[config.mk]
export PLATFORM = sky130hd
export DESIGN_NAME = key_pulse_conditioner_flat
export DESIGN_NICKNAME = d
export VERILOG_FILES = /design/src/rtl/key_pulse_conditioner_if.sv /design/src/rtl/key_pulse_conditioner.sv /design/src/flat_wrapper.sv
export SDC_FILE = /design/constraint.sdc
export NUM_CORES = 1
export LEC_CHECK = 0
export CORE_ASPECT_RATIO = 1.1
export CORE_MARGIN = 2
export CORE_UTILIZATION = 64
export CTS_CLUSTER_SIZE = 12
export DETAILED_ROUTE_END_ITERATION = 10
export PLACE_DENSITY = 0.83
export SLEW_MARGIN = 20
export SYNTH_ARGS = -nofsm -noshare
export SYNTH_HDL_FRONTEND = slang
export SYNTH_SLANG_ARGS = --single-unit
export TNS_END_PERCENT = 50
[constraint.sdc]
create_clock -name CLK50M -period 4.7 [get_ports CLK50M]
set_clock_uncertainty 0.05 [all_clocks]
set_input_delay 1.175 -clock CLK50M [delete_from_list [all_inputs] [get_ports CLK50M]]
set_output_delay 1.175 -clock CLK50M [all_outputs]
set_load 0.01 [all_outputs]
[src/rtl/key_pulse_conditioner_if.sv]
// Pushbutton bundle: raw active-low key in, conditioned level and pulses out.
interface key_pulse_conditioner_if;
   logic A_noisy;
   logic A;
   logic A_pulse;
   logic A_release;

   modport master (
      output A_noisy,
      input  A,
      input  A_pulse,
      input  A_release
   );

   modport slave (
      input  A_noisy,
      output A,
      output A_pulse,
      output A_release
   );
endinterface

[src/rtl/key_pulse_conditioner.sv]
// Pushbutton conditioner: sync, debounce, press/release pulses, hold-to-repeat.
module key_pulse_conditioner #(
   parameter int unsigned DEBOUNCE_CYCLES = 1_000_000,
   parameter int unsigned REPEAT_DELAY    = 25_000_000,
   parameter int unsigned REPEAT_PERIOD   = 5_000_000,
   parameter bit          REPEAT_EN       = 1'b1,
   parameter int unsigned CNT_W           = 25
) (
   input  logic                    CLK50M,
   input  logic                    Clear_n,
   key_pulse_conditioner_if.slave  key
);

   localparam logic [CNT_W-1:0] DB_LAST = CNT_W'(DEBOUNCE_CYCLES - 1);
   localparam logic [CNT_W-1:0] RD_LAST = CNT_W'(REPEAT_DELAY - 1);
   localparam logic [CNT_W-1:0] RP_LAST = CNT_W'(REPEAT_PERIOD - 1);
   localparam logic [CNT_W-1:0] CNT_ONE = CNT_W'(1);

   typedef enum logic [2:0] {
      IDLE,
      PRESS_DB,
      HELD,
      REPEAT,
      REL_DB
   } state_e;

   state_e           state_q, state_d;
   logic [CNT_W-1:0] cnt_q, cnt_d;
   logic             sync1_q, sync1_d;
   logic             sync2_q, sync2_d;
   logic             a_q, a_d;
   logic             pulse_q, pulse_d;
   logic             rel_q, rel_d;
   logic             p;

   always_ff @(posedge CLK50M or negedge Clear_n) begin
      if (!Clear_n) begin
         sync1_q <= 1'b1;
         sync2_q <= 1'b1;
         state_q <= IDLE;
         cnt_q   <= '0;
         a_q     <= 1'b0;
         pulse_q <= 1'b0;
         rel_q   <= 1'b0;
      end else begin
         sync1_q <= sync1_d;
         sync2_q <= sync2_d;
         state_q <= state_d;
         cnt_q   <= cnt_d;
         a_q     <= a_d;
         pulse_q <= pulse_d;
         rel_q   <= rel_d;
      end
   end

   always_comb begin
      sync1_d = key.A_noisy;
      sync2_d = sync1_q;
      p       = ~sync2_q;
      state_d = state_q;
      cnt_d   = cnt_q + CNT_ONE;
      pulse_d = 1'b0;
      rel_d   = 1'b0;

      unique case (state_q)
         IDLE: begin
            cnt_d = '0;
            if (p) state_d = PRESS_DB;
         end
         PRESS_DB: begin
            if (!p) begin
               state_d = IDLE;
               cnt_d   = '0;
            end else if (cnt_q == DB_LAST) begin
               state_d = HELD;
               cnt_d   = '0;
               pulse_d = 1'b1;
            end
         end
         HELD: begin
            if (!p) begin
               state_d = REL_DB;
               cnt_d   = '0;
            end else if (!REPEAT_EN) begin
               cnt_d = '0;
            end else if (cnt_q == RD_LAST) begin
               state_d = REPEAT;
               cnt_d   = '0;
               pulse_d = 1'b1;
            end
         end
         // a key drop outranks a coincident repeat terminal count
         REPEAT: begin
            if (!p) begin
               state_d = REL_DB;
               cnt_d   = '0;
            end else if (cnt_q == RP_LAST) begin
               cnt_d   = '0;
               pulse_d = 1'b1;
            end
         end
         REL_DB: begin
            if (p) begin
               state_d = HELD;
               cnt_d   = '0;
            end else if (cnt_q == DB_LAST) begin
               state_d = IDLE;
               cnt_d   = '0;
               rel_d   = 1'b1;
            end
         end
         default: begin
            state_d = IDLE;
            cnt_d   = '0;
         end
      endcase

      a_d = (state_d == HELD) || (state_d == REPEAT) ||
            (state_d == REL_DB);
   end

   assign key.A         = a_q;
   assign key.A_pulse   = pulse_q;
   assign key.A_release = rel_q;

endmodule

[src/flat_wrapper.sv]
// flat-port wrapper written by rule: the top's interface ports become plain ports
module key_pulse_conditioner_flat 
#(
   parameter int unsigned DEBOUNCE_CYCLES = 1_000_000,
   parameter int unsigned REPEAT_DELAY    = 25_000_000,
   parameter int unsigned REPEAT_PERIOD   = 5_000_000,
   parameter bit          REPEAT_EN       = 1'b1,
   parameter int unsigned CNT_W           = 25
)
  (CLK50M, Clear_n, key_A_noisy, key_A, key_A_pulse, key_A_release);
  key_pulse_conditioner_if key_i ();
  input  logic CLK50M;
  input  logic Clear_n;
  input wire logic [$bits(key_i.A_noisy)-1:0] key_A_noisy;
  output wire logic [$bits(key_i.A)-1:0] key_A;
  output wire logic [$bits(key_i.A_pulse)-1:0] key_A_pulse;
  output wire logic [$bits(key_i.A_release)-1:0] key_A_release;
  assign key_i.A_noisy = key_A_noisy;
  assign key_A = key_i.A;
  assign key_A_pulse = key_i.A_pulse;
  assign key_A_release = key_i.A_release;
  key_pulse_conditioner #(.DEBOUNCE_CYCLES(DEBOUNCE_CYCLES), .REPEAT_DELAY(REPEAT_DELAY), .REPEAT_PERIOD(REPEAT_PERIOD), .REPEAT_EN(REPEAT_EN), .CNT_W(CNT_W)) u_core (.CLK50M(CLK50M), .Clear_n(Clear_n), .key(key_i));
endmodule
Word level (Yosys, flattened, before mapping)
Index checks and enable logic that the tools add are counted.
{"block": "word_totals", "reg_bits": 33, "word_cells": 47, "inputBits": 3}
{"block": "op_classes", "n_eq_ne": 10, "reduce_logical": 3, "n_mux": 26, "add_sub_neg": 1}
{"cell": "25-bit two-way mux", "count": 7}
{"cell": "25-bit case mux with 4 select lines", "count": 1}
{"cell": "25-bit by 1-bit adder with 25-bit output (second input constant)", "count": 1}
{"cell": "25-bit by 20-bit == test with 1-bit output (second input constant)", "count": 1}
{"cell": "25-bit by 23-bit == test with 1-bit output (second input constant)", "count": 1}
{"cell": "25-bit == test (second input constant)", "count": 1}
{"cell": "3-bit two-way mux", "count": 8}
{"cell": "3-bit case mux with 5 select lines", "count": 1}
{"cell": "3-bit by 2-bit == test with 1-bit output (second input constant)", "count": 4}
{"cell": "1-bit two-way mux", "count": 8}
{"cell": "3-bit == test (second input constant)", "count": 2}
{"cell": "3-bit by 1-bit == test with 1-bit output (second input constant)", "count": 1}
{"cell": "3-bit logical NOT", "count": 1}
{"cell": "1-bit case mux with 3 select lines", "count": 1}
{"cell": "1-bit logical OR", "count": 2}

Depth between registers and ports, before layout
{"block": "logic_depth", "depth_word": 7, "ltp_mapped": 8, "ltp_nobuf": 6}

Worst setup path after synthesis
OpenSTA, ideal clock, no wires.
{"block": "synth_path", "kind": "register to register", "from": "reg u_core.cnt_q[0]", "to": "reg u_core.state_q[0]", "period_less_slack_ns": 2.052, "path_stages_with_launch": 8, "setup_time_ns": 0.120, "arrival_time_ns": 1.882, "setup_slack_ns": 2.648, "cell_sequence": "dfrtp_1 ha_1 and3_1 buf_4 nand4_4 or3_4 or3_1 and3_1"}
{"block": "synth_between", "elab_chain_cells": 4, "elab_cells_between_ends": 9, "classes_between": "eq/ne (2); mux (7)"}
{"element": "start: declaration", "line_no": "key_pulse_conditioner.sv:28", "text": "logic [CNT_W-1:0] cnt_q, cnt_d;"}
{"element": "start signal: assignment", "line_no": "key_pulse_conditioner.sv:49", "text": "cnt_q <= cnt_d;"}
{"element": "25-bit by 20-bit == test with 1-bit output / 25-bit == test (equally long branches)", "line_no": "key_pulse_conditioner.sv:74, key_pulse_conditioner.sv:106, key_pulse_conditioner.sv:86"}
{"element": "3-bit two-way mux, on equally long branches", "line_no": "key_pulse_conditioner.sv:106, key_pulse_conditioner.sv:86, key_pulse_conditioner.sv:74"}
{"element": "3-bit two-way mux, on equally long branches", "line_no": "key_pulse_conditioner.sv:103, key_pulse_conditioner.sv:81, key_pulse_conditioner.sv:71"}
{"element": "3-bit case mux with 5 select lines *", "line_no": "key_pulse_conditioner.sv:65", "text": "unique case (state_q)"}
{"element": "via u_core.state_d[0]", "line_no": "key_pulse_conditioner.sv:27", "text": "state_e state_q, state_d;"}
{"element": "end signal: assignment", "line_no": "key_pulse_conditioner.sv:48", "text": "state_q <= state_d;"}
{"element": "end: declaration", "line_no": "key_pulse_conditioner.sv:27"}
Mark *: on every way through the listed nets, which the timed path passes. The rest lies on a longest branch.

Final worst setup path
{"block": "layout_path", "from": "reg u_core.a_q (netlist: u_core.key.A)", "to": "out key_A"}
{"element": "start: declaration", "line_no": "key_pulse_conditioner.sv:31", "text": "logic a_q, a_d;"}
{"element": "start signal: assignment", "line_no": "key_pulse_conditioner.sv:42", "text": "a_q <= 1'b0;"}
{"element": "start signal: assignment", "line_no": "key_pulse_conditioner.sv:50", "text": "a_q <= a_d;"}
{"element": "end: declaration", "line_no": "flat_wrapper.sv:15", "text": "output wire logic [$bits(key_i.A)-1:0] key_A;"}
No word-level cell between the ends.

==> metrics <==
ys flop type=dfrtp_1; setup bufs post-CTS=0; most frequent cells in the layout=dfrtp_1 (31), nor2_1 (30), xor2_1 (14); Final WS setup=2.244 ns; initial antenna violation count=0; number of max-cap violations=0; count of different cell masters after synthesis=38; Hold Path Class=register to register; mapped cell area=1699 µm²; Root Buffer=clkbuf_4; part of the power in registers=63.8%; die width=53.13 µm; routed len/inst=15.16 µm; vias in the first global route=1230; Cells after Synth=170; Synthesis Warnings=0; DRT Pass-1 Iters=4; Setup-failing EPs final=0; max incr delay on CP=0.54 ns; clock-pin slew reported for the worst setup and hold paths after clock tree synthesis=0.10 ns; clk sinks=33; Final period util=52.25%; leakage=0.7193 nW; power density cells=248.7 nW/µm²; register area=828.3 µm²; die extent in y=58.04 µm; Fin Hold WS=0.3113 ns; Psw=0.1051 mW; die area=3083 µm²; # IOs=6; Peak Freq=407.2 MHz; clock power share=33.0%; unrepaired setup endpoints after global routing=no; htree depth=2; Synthesized Nets=174; Synth-to-Final Area Change=7.143%; FILL cells=191; CTS tree=yes; global-route wire length before repair=5361 µm; Syn Area/Cell=9.995 µm²; Clock Path Buffers=2; Int Power=0.3477 mW; crit start category=register; Critical Path Fanout Max=1; Slew Limit Fails=0; Synth Register Bits=33; Global Route Usage Sum=24.70%; worst-path cell chain=clkdlybuf4s50_1; Slowest-stage cell, CP=clkdlybuf4s50_1; core area=2520 µm²; Iteration-0 DRC Markers=18; CP Buf/Inv Count=1; FP Rows=19; DP HPWL=2296 µm; drt via density=5.981; min cycle time layout=2.456 ns; most common cell after layout, fill and taps aside=dfrtp_1; number of flops mapped to enable cells by yosys=0; Req. time, crit path=3.47 ns; Crit Path Class=register to output pin; GRT overflow=0; TritonCTS buffer count=5; DR vias=1256; status=finished clean; setup tns final=0 ns; worst slack, placed=2.273 ns; Hold Fails Final Rpt=0; Antenna Cells=0; Layout Nets=182; WP data arrival=1.23 ns; IO buf count=5; clk_lat worst skew=0.34 ns; Final GP Congestion=0.8957; DRT antenna net count=0; final WL=3184 µm; Initial Util=67.43%; layout cells sized above 1=8.939%; crit end category=output pin; multi-input logic area=829.5 µm²; largest net degree at the start of global routing=34; sequential fraction of the synthesis area=48.75%; Comb pwr share=3.2%; Worst VDD drop=0.2573 mV; post-CTS sizing=0; Synth async-reset ratio=100.0%; Slew headroom=46.08%; DRC=0; worst slew pin tran=0.8014 ns; CTS Hold Bufs=0; Crit path max-delay family=buffers and inverters; sw frac=23.21%
## path summary, 6_finish.rpt
| check | cells after the start | slack, ns | end | from |
|---|---|---|---|---|
| setup / recovery | 1 | 2.24 | key_A | u_core.key.A$_DFF_PN0_ |
| hold / removal | 0 | 0.31 | u_core.sync2_q$_DFF_PN1_ | u_core.sync1_q$_DFF_PN1_ |
| setup reg to reg | 6 | 2.26 | u_core.cnt_q[12]$_DFF_PN0_ | u_core.cnt_q[0]$_DFF_PN0_ |
| hold reg to reg | 0 | 0.31 | u_core.sync2_q$_DFF_PN1_ | u_core.sync1_q$_DFF_PN1_ |
| max in group asynchronous | 2 | 3.10 | u_core.sync1_q$_DFF_PN1_ | Clear_n |
| min in group asynchronous | 2 | 1.18 | u_core.cnt_q[0]$_DFF_PN0_ | Clear_n |
## cell type report
class                      count  area share, %
timing repair buffer           6          3.162
multi-input combinational    128          45.57
inverter                       4         0.8247
clock inverter                 2         0.5498
clock buffer                   6          2.268
tap                           31          2.131
sequential                    33          45.50
## Yosys cell counts, drive strengths merged, types with 4 or more instances
cell	number	area share (%)
and3	6	2.2
buf	4	1.3
dfrtp	31	46
inv	4	0.88
nand2	9	2.0
nand3	13	3.8
nand4	10	4.6
nor2	30	6.6
nor3	6	2.1
xnor2	9	4.6
xor2	14	7.2
## flip-flops by register name (all words and copies together) (netlist names)
name / cells
u_core.sync1_q: 1
u_core.sync2_q: 1
u_core.key.A: 1
u_core.key.A_pulse: 1
u_core.state_q: 3
u_core.key.A_release: 1
u_core.cnt_q: 25
## layer usage
| layer | vias to the layer above | part of all wire [%] | wire length, µm | GRT usage [%] |
|---|---|---|---|---|
| met1 | 614 | 44 | 1387 | 29.02 |
| met4 | 0 | 2.5 | 79 | 11.72 |
| li1 | 607 | - | - | - |
| met3 | 10 | 4.0 | 126 | 9.278 |
| met5 | - | 0 | 0 | 0 |
| met2 | 25 | 50 | 1590 | 39.64 |
## cell families after synthesis
| kind of cell | synth area share [%] |
|---|---|
| simple gates | 31.07 |
| buf+inv | 2.429 |
| flops | 48.75 |
| xor+xnor | 11.86 |
| fa+ha+maj | 0.7363 |
| compound gates | 5.156 |
## power groups by stage
stage	Sequential [mW]	Combinational, mW	Clock, mW
after floorplan	0.294	0.00627	0
after global placement	0.294	0.0143	0
after detailed placement	0.294	0.0151	0
after CTS	0.289	0.0152	0.153
after global routing	0.290	0.0168	0.168
final	0.289	0.0146	0.149
## per-stage QoR
step | instance area, µm² | power [mW] | util, % | std cells
2_1_floorplan | 1699 | 0.3001 | - | 170
3_3_place_gp | 1769 | 0.3085 | 70.21 | 202
3_5_place_dp | 1769 | 0.3096 | 70.21 | 202
4_1_cts | 1821 | 0.4570 | 72.24 | 210
5_1_grt | 1821 | 0.4741 | 72.24 | 210
6_report | 1821 | 0.4528 | 72.24 | 210
Power figures use the tool's default switching activity.
